File: src/rtl/core_sequencer.sv
// core_sequencer: multi-cycle fetch/decode/exec/writeback control FSM for the
// single-issue core. Owns the PC and the latched instruction word.
// Optional build macro: CORE_SEQ_PERF_EN adds retired_cnt / stall_cnt counters.
module core_sequencer #(
  parameter logic [31:0] RESET_PC = 32'h0000_0000,
  parameter int          XLEN     = 32
) (
  input  logic            clk,
  input  logic            rst_n,
  output logic            imem_req,
  output logic [XLEN-1:0] imem_addr,
  input  logic            imem_ack,
  input  logic [XLEN-1:0] imem_rdata,
  output logic [XLEN-1:0] inst,
  input  logic [XLEN-1:0] imm,
  output logic            alu_en,
  output logic            rf_we,
  output logic            rf_wsel,
  output logic [XLEN-1:0] pc,
  output logic            halted
`ifdef CORE_SEQ_PERF_EN
  ,
  output logic [31:0]     retired_cnt,
  output logic [31:0]     stall_cnt
`endif
);

  typedef enum logic [2:0] {
    S_FETCH,
    S_WAIT,
    S_DECODE,
    S_EXEC,
    S_WB,
    S_HALT
  } state_t;

  localparam logic [XLEN-1:0] NOP = XLEN'(32'h0000_0013);

  state_t state, state_nxt;

  logic is_jal, is_opimm, legal, ack_ok;

  assign is_jal   = (inst[6:2] == 5'b11011);
  assign is_opimm = (inst[6:2] == 5'b00100);
  assign legal    = (inst[1:0] == 2'b11) && (is_jal || is_opimm);
  // an ack only counts while a request is actually outstanding
  assign ack_ok   = imem_ack && imem_req;

  // next-state and per-state strobes
  always_comb begin
    state_nxt = state;
    alu_en    = 1'b0;
    rf_we     = 1'b0;
    rf_wsel   = 1'b0;
    case (state)
      S_FETCH:  state_nxt = S_WAIT;
      S_WAIT:   if (ack_ok) state_nxt = S_DECODE;
      S_DECODE: state_nxt = legal ? S_EXEC : S_HALT;
      S_EXEC: begin
        alu_en    = 1'b1;
        // misaligned jump target stops the core before any writeback
        state_nxt = (is_jal && imm[1]) ? S_HALT : S_WB;
      end
      S_WB: begin
        rf_we     = (inst[11:7] != 5'd0);
        rf_wsel   = is_jal;
        state_nxt = S_FETCH;
      end
      S_HALT:   state_nxt = S_HALT;
      default:  state_nxt = S_FETCH;
    endcase
  end

  // state, fetch port, instruction latch, PC and sticky halt
  always_ff @(posedge clk) begin
    if (!rst_n) begin
      state     <= S_FETCH;
      pc        <= XLEN'(RESET_PC);
      inst      <= NOP;
      imem_req  <= 1'b0;
      imem_addr <= XLEN'(RESET_PC);
      halted    <= 1'b0;
    end else begin
      state <= state_nxt;
      if (state == S_FETCH) begin
        imem_req  <= 1'b1;
        imem_addr <= pc;
      end
      if (state == S_WAIT && ack_ok) begin
        inst     <= imem_rdata;
        imem_req <= 1'b0;
      end
      if (state == S_WB)
        pc <= is_jal ? (pc + imm) : (pc + XLEN'(4));
      if (state != S_HALT && state_nxt == S_HALT)
        halted <= 1'b1;
    end
  end

`ifdef CORE_SEQ_PERF_EN
  // retired instructions and fetch stall cycles, free-running with wrap
  always_ff @(posedge clk) begin
    if (!rst_n) begin
      retired_cnt <= 32'd0;
      stall_cnt   <= 32'd0;
    end else begin
      if (state == S_WB)
        retired_cnt <= retired_cnt + 32'd1;
      if (state == S_WAIT && !ack_ok)
        stall_cnt <= stall_cnt + 32'd1;
    end
  end
`endif

endmodule

File: config.mk
export PLATFORM = sky130hd
export DESIGN_NAME = core_sequencer
export DESIGN_NICKNAME = d
export VERILOG_FILES = /design/src/rtl/core_sequencer.sv
export SDC_FILE = /design/constraint.sdc
export NUM_CORES = 1
export LEC_CHECK = 0
export BUFFER_PORTS_ARGS = -buffer_cell sky130_fd_sc_hd__buf_2
export CAP_MARGIN = 20
export CORE_UTILIZATION = 48
export CTS_CLUSTER_DIAMETER = 200
export DETAILED_ROUTE_END_ITERATION = 8
export MAX_ROUTING_LAYER = met4
export PLACE_DENSITY = 0.77
export SLEW_MARGIN = 10
export SYNTH_ARGS = -nofsm -noshare
export SYNTH_HDL_FRONTEND = slang
export SYNTH_SLANG_ARGS = --single-unit
File: constraint.sdc
create_clock -name clk -period 3.3 [get_ports clk]
set_clock_uncertainty 0.15 [all_clocks]
set_input_delay 0.825 -clock clk [delete_from_list [all_inputs] [get_ports clk]]
set_output_delay 0.825 -clock clk [all_outputs]
set_load 0.05 [all_outputs]
==> results of run 1 <==
==> metrics by stage <==
stage	setup slack (ns)	instance area [um2]
after floorplan	0.0352	5990
after global placement	-0.166	7250
after detailed placement	-0.264	7250
after CTS	0.101	7580
after global routing	-0.00364	7590
final	0.0307	7590
==> layout make-up <==
cell class	count	area share, %
clock buffers	9	2.97
repair buffers	221	16.5
multi-input cells	656	48.9
inverters	18	0.890
clock inverters	7	1.35
flip-flops and latches	101	26.6
well taps	168	2.77
==> state kept, by name (all words and copies together) (netlist names) <==
signal and count:
imem_req 1, halted 1, imem_addr 32, state 3, pc 32, inst 32
==> layer usage <==
metal | part of all wire (%) | vias up
li1 | - | 3286
met3 | 7.1 | 31
met5 | 0 | -
met1 | 44 | 3010
met2 | 46 | 263
met4 | 2.1 | 0
==> cell families (layout without fill, tap and decap cells) <==
logic type	Yosys count	in the layout	synth area share, %
compound gates	260	260	25.9
xor+xnor	19	19	2.78
fa+ha+maj	33	33	7.03
buf+inv	64	255	4.56
flops	101	101	33.8
simple gates	344	344	25.9
==> worst max path at each step <==
stage | start | end | slack, ns
2_1_floorplan | imm[0] | pc[26]$_SDFFE_PN0N_ | 0.04
3_3_place_gp | imm[0] | pc[26]$_SDFFE_PN0N_ | -0.17
3_5_place_dp | imm[0] | pc[26]$_SDFFE_PN0N_ | -0.26
4_1_cts | imm[0] | pc[26]$_SDFFE_PN0N_ | 0.10
5_1_grt | imm[0] | pc[26]$_SDFFE_PN0N_ | -0.004
6_report | imm[0] | pc[26]$_SDFFE_PN0N_ | 0.03
==> power groups by stage <==
stage	sequential, mW	clock (mW)	combinational [mW]
4_1_cts	1.25	1.17	0.337
2_1_floorplan	1.33	0	0.163
6_report	1.25	1.17	0.338
3_3_place_gp	1.28	0	0.333
5_1_grt	1.25	1.23	0.368
3_5_place_dp	1.28	0	0.335
==> placed cells by master, fill, tap and decap left out, types with 3 or more instances in the layout <==
cell / count
sky130_fd_sc_hd__dfxtp_1: 101
sky130_fd_sc_hd__buf_2: 167
sky130_fd_sc_hd__nor2_1: 45
sky130_fd_sc_hd__o21ai_0: 52
sky130_fd_sc_hd__xnor2_1: 10
sky130_fd_sc_hd__nand3b_1: 3
sky130_fd_sc_hd__o22ai_1: 4
sky130_fd_sc_hd__o211ai_1: 5
sky130_fd_sc_hd__nand3_1: 27
sky130_fd_sc_hd__a31oi_1: 10
sky130_fd_sc_hd__nand4_1: 9
sky130_fd_sc_hd__a211o_1: 4
sky130_fd_sc_hd__o21bai_1: 5
sky130_fd_sc_hd__ha_1: 31
sky130_fd_sc_hd__o221ai_1: 3
sky130_fd_sc_hd__nand2_1: 187
sky130_fd_sc_hd__a21o_1: 10
sky130_fd_sc_hd__o21a_1: 4
sky130_fd_sc_hd__inv_1: 17
sky130_fd_sc_hd__or3_1: 7
sky130_fd_sc_hd__xor2_1: 9
sky130_fd_sc_hd__buf_4: 53
sky130_fd_sc_hd__clkbuf_16: 9
sky130_fd_sc_hd__or2_2: 3
sky130_fd_sc_hd__a211oi_1: 9
sky130_fd_sc_hd__and4_1: 3
sky130_fd_sc_hd__nand2b_1: 4
sky130_fd_sc_hd__a21oi_1: 134
sky130_fd_sc_hd__and3_1: 11
sky130_fd_sc_hd__and2_1: 9
sky130_fd_sc_hd__nor3_1: 19
==> worst max-delay path, stage by stage <==
cell,delay [ns]
sky130_fd_sc_hd__buf_2,0.08
sky130_fd_sc_hd__ha_2,0.17
sky130_fd_sc_hd__inv_1,0.05
sky130_fd_sc_hd__fa_2,0.33
sky130_fd_sc_hd__and2b_2,0.25
sky130_fd_sc_hd__o2111ai_4,0.13
sky130_fd_sc_hd__a2111oi_4,0.47
sky130_fd_sc_hd__nor3_2,0.14
sky130_fd_sc_hd__or3_4,0.38
sky130_fd_sc_hd__nand4_1,0.10
sky130_fd_sc_hd__nand4b_1,0.13
sky130_fd_sc_hd__a2111oi_2,0.32
==> what timing repair did <==
| action | in CTS | in global routing |
|---|---|---|
| hold buffers | 0 | 0 |
| setup endpoints to repair | 0 | 2 |
| gates resized for setup | 0 | 2 |
==> run summary, run 1 <==
* **run status** finished clean
* **number of fill cells in the layout** 1147
* **ys flop type** sky130_fd_sc_hd__dfxtp_1
* **critical-path maximum fanout** 3
* **worst hold slack after final layout** 0.301 ns
* **Clock Root Buffer** sky130_fd_sc_hd__clkbuf_16
* **fraction of met2 tracks used by global routing** 44.2%
* **grt met3 use** 5.10%
* **worst r2r path cells** 11
* **Worst Max-Slew Pin Slew** 0.652 ns
* **number of synthesized flops with an enable pin** 0
* **Antenna diodes** 0
* **post-placement cell count** 1164
* **power share of the sequential group** 45.4%
* **Tcrit/Tclk final** 99.1%
* **RSZ-0062 raised after global routing** yes
* **most area-consuming cells after synthesis** sky130_fd_sc_hd__dfxtp_1 34%, sky130_fd_sc_hd__nand2_1 12%, sky130_fd_sc_hd__a21oi_1 11%
* **relative max-transition margin** 56.3%
* **count of yosys warnings during synthesis** 0
* **worst hold path depth** 2
* **mapped cell area** 5980 um2
* **share of the synthesized area in the top cell type** 33.8%
* **syn avg cell area** 7.28 um2
* **port buffer count** 167
* **number of buffers on the longest clock path** 2
* **register-to-register path setup slack** 0.21 ns
* **Crit Path Category** in2reg
* **via count of the first global-routing pass** 5787
* **total power** 2.75 mW
* **# Post-CTS Setup Buffers** 0
* **Post-Synthesis Net Count** 921
* **Sequential Area** 2020 um2
* **Unique masters post-synth** 62
* **cell accounting for the most synthesized area** sky130_fd_sc_hd__dfxtp_1
* **ys async rst share** 0%
* **H-Tree Depth** 3
* **GPL Wtd Cong** 0.924
* **final core area utilization** 62.9%
* **share of layout cells above drive strength 1** 25.4%
* **CTS tree** built
* **Sw Pwr** 0.788 mW
* **Die Ht** 114 um
* **DIE WIDTH** 114 um
* **MaxCap Viol Count** 0
* **data arrival at the endpoint of the critical path** 3.38 ns
* **R2R Path End** pc[26]$_SDFFE_PN0N_
* **Boundary Pins** 168
* **Hold Startpoint** inst[28]$_SDFFE_PN0P_
* **number of setup violations in the final report** 0
* **first-pass iteration count of the detailed router** 5
* **leakage power** 3.42 nW
* **die area** 12900 um2
* **Via-to-Cell Ratio** 5.58
* **vias after detailed routing** 6590
* **clock net sink count** 101
* **all-layer global routing usage** 28.0%
* **number of DRC violations after detailed routing** 0
* **number of buffers created by CTS** 9
* **number of placement rows** 40
* **setup TNS** 0 ns
* **area of the multi-input gates** 3710 um2
* **total count of hold-check failures in the final report** 0
* **insertion delay to the later sink of the worst-skew pair** 0.36 ns
* **final antenna-violating net count** 0
* **first-pass GRT wire length** 28200 um
* **startpoint type of the worst setup path** input pin
* **Synth top cells by count** 188 x sky130_fd_sc_hd__nand2_1, 134 x sky130_fd_sc_hd__a21oi_1, 101 x sky130_fd_sc_hd__dfxtp_1
* **area added between synthesis and finish** 27.0%
* **Achievable Freq** 306 MHz
* **peak-usage layer in the global routing report** met2
* **clock-pin slew reported for the worst setup and hold paths after clock tree synthesis** 0.08 ns
* **register area share after synthesis** 33.8%
* **sort of element at the end of the critical path** flip-flop
* **Syn Inst Count** 821
* **initial cell density of the core** 49.6%
* **power per cell area** 363 nW/um2
* **Nets** 1107
* **GRT Residual Overflow** 0
* **final non-filler cell total** 1180
* **Internal Pwr Total** 1.96 mW
* **wire per inst** 14.9 um
* **pin count of the biggest net entering global routing** 33
* **Data required, critical path** 3.41 ns
* **worst hold path type** reg2reg
* **Clk network pwr share** 42.4%
* **area of the placeable core** 12100 um2
* **Worst Hold End** inst[28]$_SDFFE_PN0P_
* **net switching share of the total power** 28.6%
* **startpoint of the most critical register-to-register path** pc[0]$_SDFFE_PN0P_
* **final max-slew violation count** 0
* **most frequent cell after synthesis** sky130_fd_sc_hd__nand2_1
* **Global Route met1 Usage** 36.2%
* **portion of total power attributed to combinational logic** 12.3%
* **overall routed net length** 17600 um
* **HPWL after detailed placement** 12800 um
* **number of DRC markers after the initial detailed-route iteration** 477
* **antenna violations before repair** 0
* **flop and latch count out of synthesis** 101
* **min cycle time layout** 3.27 ns
* **Worst VDD drop** 0.000214 V
Power figures use the tool's default switching activity.
==> run 2: changes to the inputs <==
==> constraint.sdc (replaced) <==
create_clock -name clk -period 3.3 [get_ports clk]
set_clock_uncertainty 0.15 [all_clocks]
set_input_delay 0.33 -clock clk [delete_from_list [all_inputs] [get_ports clk]]
set_output_delay 0.33 -clock clk [all_outputs]
set_load 0.05 [all_outputs]
==> run 2 against run 1 <==
  * Fmax is 4.2% higher
  * Design area shrank 2.8%
  * Worst setup slack improved by 0.13 ns
  * Wire length fell by 0.88%
  * Sequential cell count is the same
  * First-iteration DRC count increased by 5.0%
  * Highest routed layer unchanged
  * Clock power decreased by 4%
  * Sequential share of layout area is 0.78 points higher
  * Core utilization decreased by 1.8 points
  * Count of clock-buffer cells in the layout grew 1
  * Critical endpoint unchanged
==> run summary, run 2 (same netlist as run 1, synthesis figures left out) <==
* **GPL Wtd Cong** 0.943
* **Die Ht** 114 um
* **Crit Path Category** reg2reg
* **min cycle time layout** 3.14 ns
* **highest-count cells in the layout ignoring fill and taps** 188 x sky130_fd_sc_hd__nand2_1, 167 x sky130_fd_sc_hd__buf_2, 134 x sky130_fd_sc_hd__a21oi_1
* **clock-pin slew reported for the worst setup and hold paths after clock tree synthesis** 0.08 ns
* **total count of hold-check failures in the final report** 0
* **number of fill cells in the layout** 1178
* **die area** 12900 um2
* **number of DRC markers after the initial detailed-route iteration** 501
* **initial cell density of the core** 49.6%
* **RSZ-0062 raised after global routing** no
* **first-pass iteration count of the detailed router** 5
* **run status** finished clean
* **HPWL after detailed placement** 12400 um
* **antenna violations before repair** 0
* **Worst Max-Slew Pin Slew** 1.07 ns
* **share of layout cells above drive strength 1** 23.1%
* **Clock Root Buffer** sky130_fd_sc_hd__clkbuf_16
* **relative max-transition margin** 28.6%
* **setup slack at placement** -0.0731 ns
* **commonest non-fill, non-tap cell in the layout** sky130_fd_sc_hd__nand2_1
* **number of placement rows** 40
* **all-layer global routing usage** 27.7%
* **first-pass GRT wire length** 28000 um
* **worst hold path type** in2reg
* **Tcrit/Tclk final** 95.1%
* **largest registers ranked by flip-flop count** imem_addr x32, inst x32, pc x32
* **insertion delay to the later sink of the worst-skew pair** 0.36 ns
* **R2R Path End** pc[26]$_SDFFE_PN0N_
* **final antenna-violating net count** 0
* **via count of the first global-routing pass** 5752
* **sort of element at the end of the critical path** flip-flop
* **fin worst setup slack** 0.163 ns
* **number of DRC violations after detailed routing** 0
* **Achievable Freq** 319 MHz
* **Nets** 1081
* **pin count of the biggest net entering global routing** 57
* **Worst VDD drop** 0.000384 V
* **startpoint type of the worst setup path** flip-flop
* **area of the placeable core** 12100 um2
* **Hold Startpoint** imem_rdata[1]
* **worst r2r path cells** 11
* **number of setup violations in the final report** 0
* **final max-slew violation count** 0
* **DIE WIDTH** 114 um
* **power per cell area** 365 nW/um2
* **wire per inst** 15.1 um
* **total power** 2.69 mW
* **Via-to-Cell Ratio** 5.58
* **overall routed net length** 17500 um
* **worst hold slack after final layout** 0.0213 ns
* **Sequential Area** 2020 um2
* **startpoint of the most critical register-to-register path** pc[0]$_SDFFE_PN0P_
* **final core area utilization** 61.2%
* **Boundary Pins** 168
* **Worst Hold End** inst[1]$_SDFFE_PN1P_
* **MaxCap Viol Count** 0
* **port buffer count** 167
* **CTS tree** built
* **GRT Residual Overflow** 0
* **register-to-register path setup slack** 0.16 ns
* **area of the multi-input gates** 3710 um2
* **vias after detailed routing** 6440
* **area added between synthesis and finish** 23.4%
* **number of buffers created by CTS** 9
* **leakage power** 3.29 nW
* **Antenna diodes** 0
* **critical-path maximum fanout** 4
* **count of hold buffers inserted by post-cts repair** 0
* **clock net sink count** 101
* **number of buffers on the longest clock path** 2
* **data arrival at the endpoint of the critical path** 3.25 ns
* **Data required, critical path** 3.41 ns
* **worst hold path depth** 3
* **H-Tree Depth** 3
## run 2: worst max-delay path, cell delays in order (launching register included)
cell	delay (ns)
sky130_fd_sc_hd__dfxtp_2	0.37
sky130_fd_sc_hd__ha_4	0.15
sky130_fd_sc_hd__inv_1	0.05
sky130_fd_sc_hd__fa_1	0.37
sky130_fd_sc_hd__and2b_2	0.26
sky130_fd_sc_hd__o2111ai_4	0.14
sky130_fd_sc_hd__a2111oi_4	0.45
sky130_fd_sc_hd__nor3_2	0.11
sky130_fd_sc_hd__or3_4	0.42
sky130_fd_sc_hd__nand4_1	0.09
sky130_fd_sc_hd__nand4b_1	0.15
sky130_fd_sc_hd__a2111oi_4	0.32
## run 2: metrics by stage
| stage | std cells | TNS, ns | area, um2 |
|---|---|---|---|
| after floorplan | 821 | 0 | 5980 |
| after global placement | 1137 | 0 | 7040 |
| after detailed placement | 1137 | -0.0731 | 7040 |
| after CTS | 1153 | 0 | 7350 |
| after global routing | 1154 | 0 | 7380 |
| final | 1154 | 0 | 7380 |
## run 2: worst max-delay path by stage
stage / cells past startpoint / start / endpoint / slack [ns]
floorplan: 10 / pc[1]$_SDFFE_PN0P_ / pc[26]$_SDFFE_PN0N_ / 0.04
global placement: 12 / imm[0] / pc[26]$_SDFFE_PN0N_ / 0.03
detailed placement: 12 / imm[0] / pc[26]$_SDFFE_PN0N_ / -0.07
CTS: 11 / pc[0]$_SDFFE_PN0P_ / pc[26]$_SDFFE_PN0N_ / 0.02
global route: 11 / pc[0]$_SDFFE_PN0P_ / pc[26]$_SDFFE_PN0N_ / 0.006
finish: 11 / pc[0]$_SDFFE_PN0P_ / pc[26]$_SDFFE_PN0N_ / 0.16
## run 2: where the power goes
part | internal (mW) | total, mW | leakage (nW) | switching, mW
registers | 1.23 | 1.25 | 0.816 | 0.0134
clock network | 0.604 | 1.12 | 0.150 | 0.516
logic | 0.101 | 0.325 | 2.32 | 0.224
total | 1.94 | 2.69 | 3.29 | 0.753
## run 2: timing repair
| action | CTS | global route |
|---|---|---|
| buffers inserted | 0 | 1 |
| setup endpoints to repair | 0 | 3 |
| gates resized for setup | 0 | 3 |
## run 2: final cells by class
type	instances	share of cell area, %
Tap cell	168	2.85
Multi-Input combinational cell	656	50.3
Clock buffer	10	3.10
Timing Repair Buffer	195	14.3
Inverter	18	0.916
Clock inverter	6	1.03
Sequential cell	101	27.4
## run 2: per-layer routing
layer | share of wire, % | track usage, % | vias to the layer above
met3 | 6.9 | 5.31 | 20
li1 | - | - | 3224
met4 | 1.3 | 7.81 | 0
met5 | 0 | - | -
met1 | 46 | 36.6 | 2960
met2 | 46 | 43.3 | 236
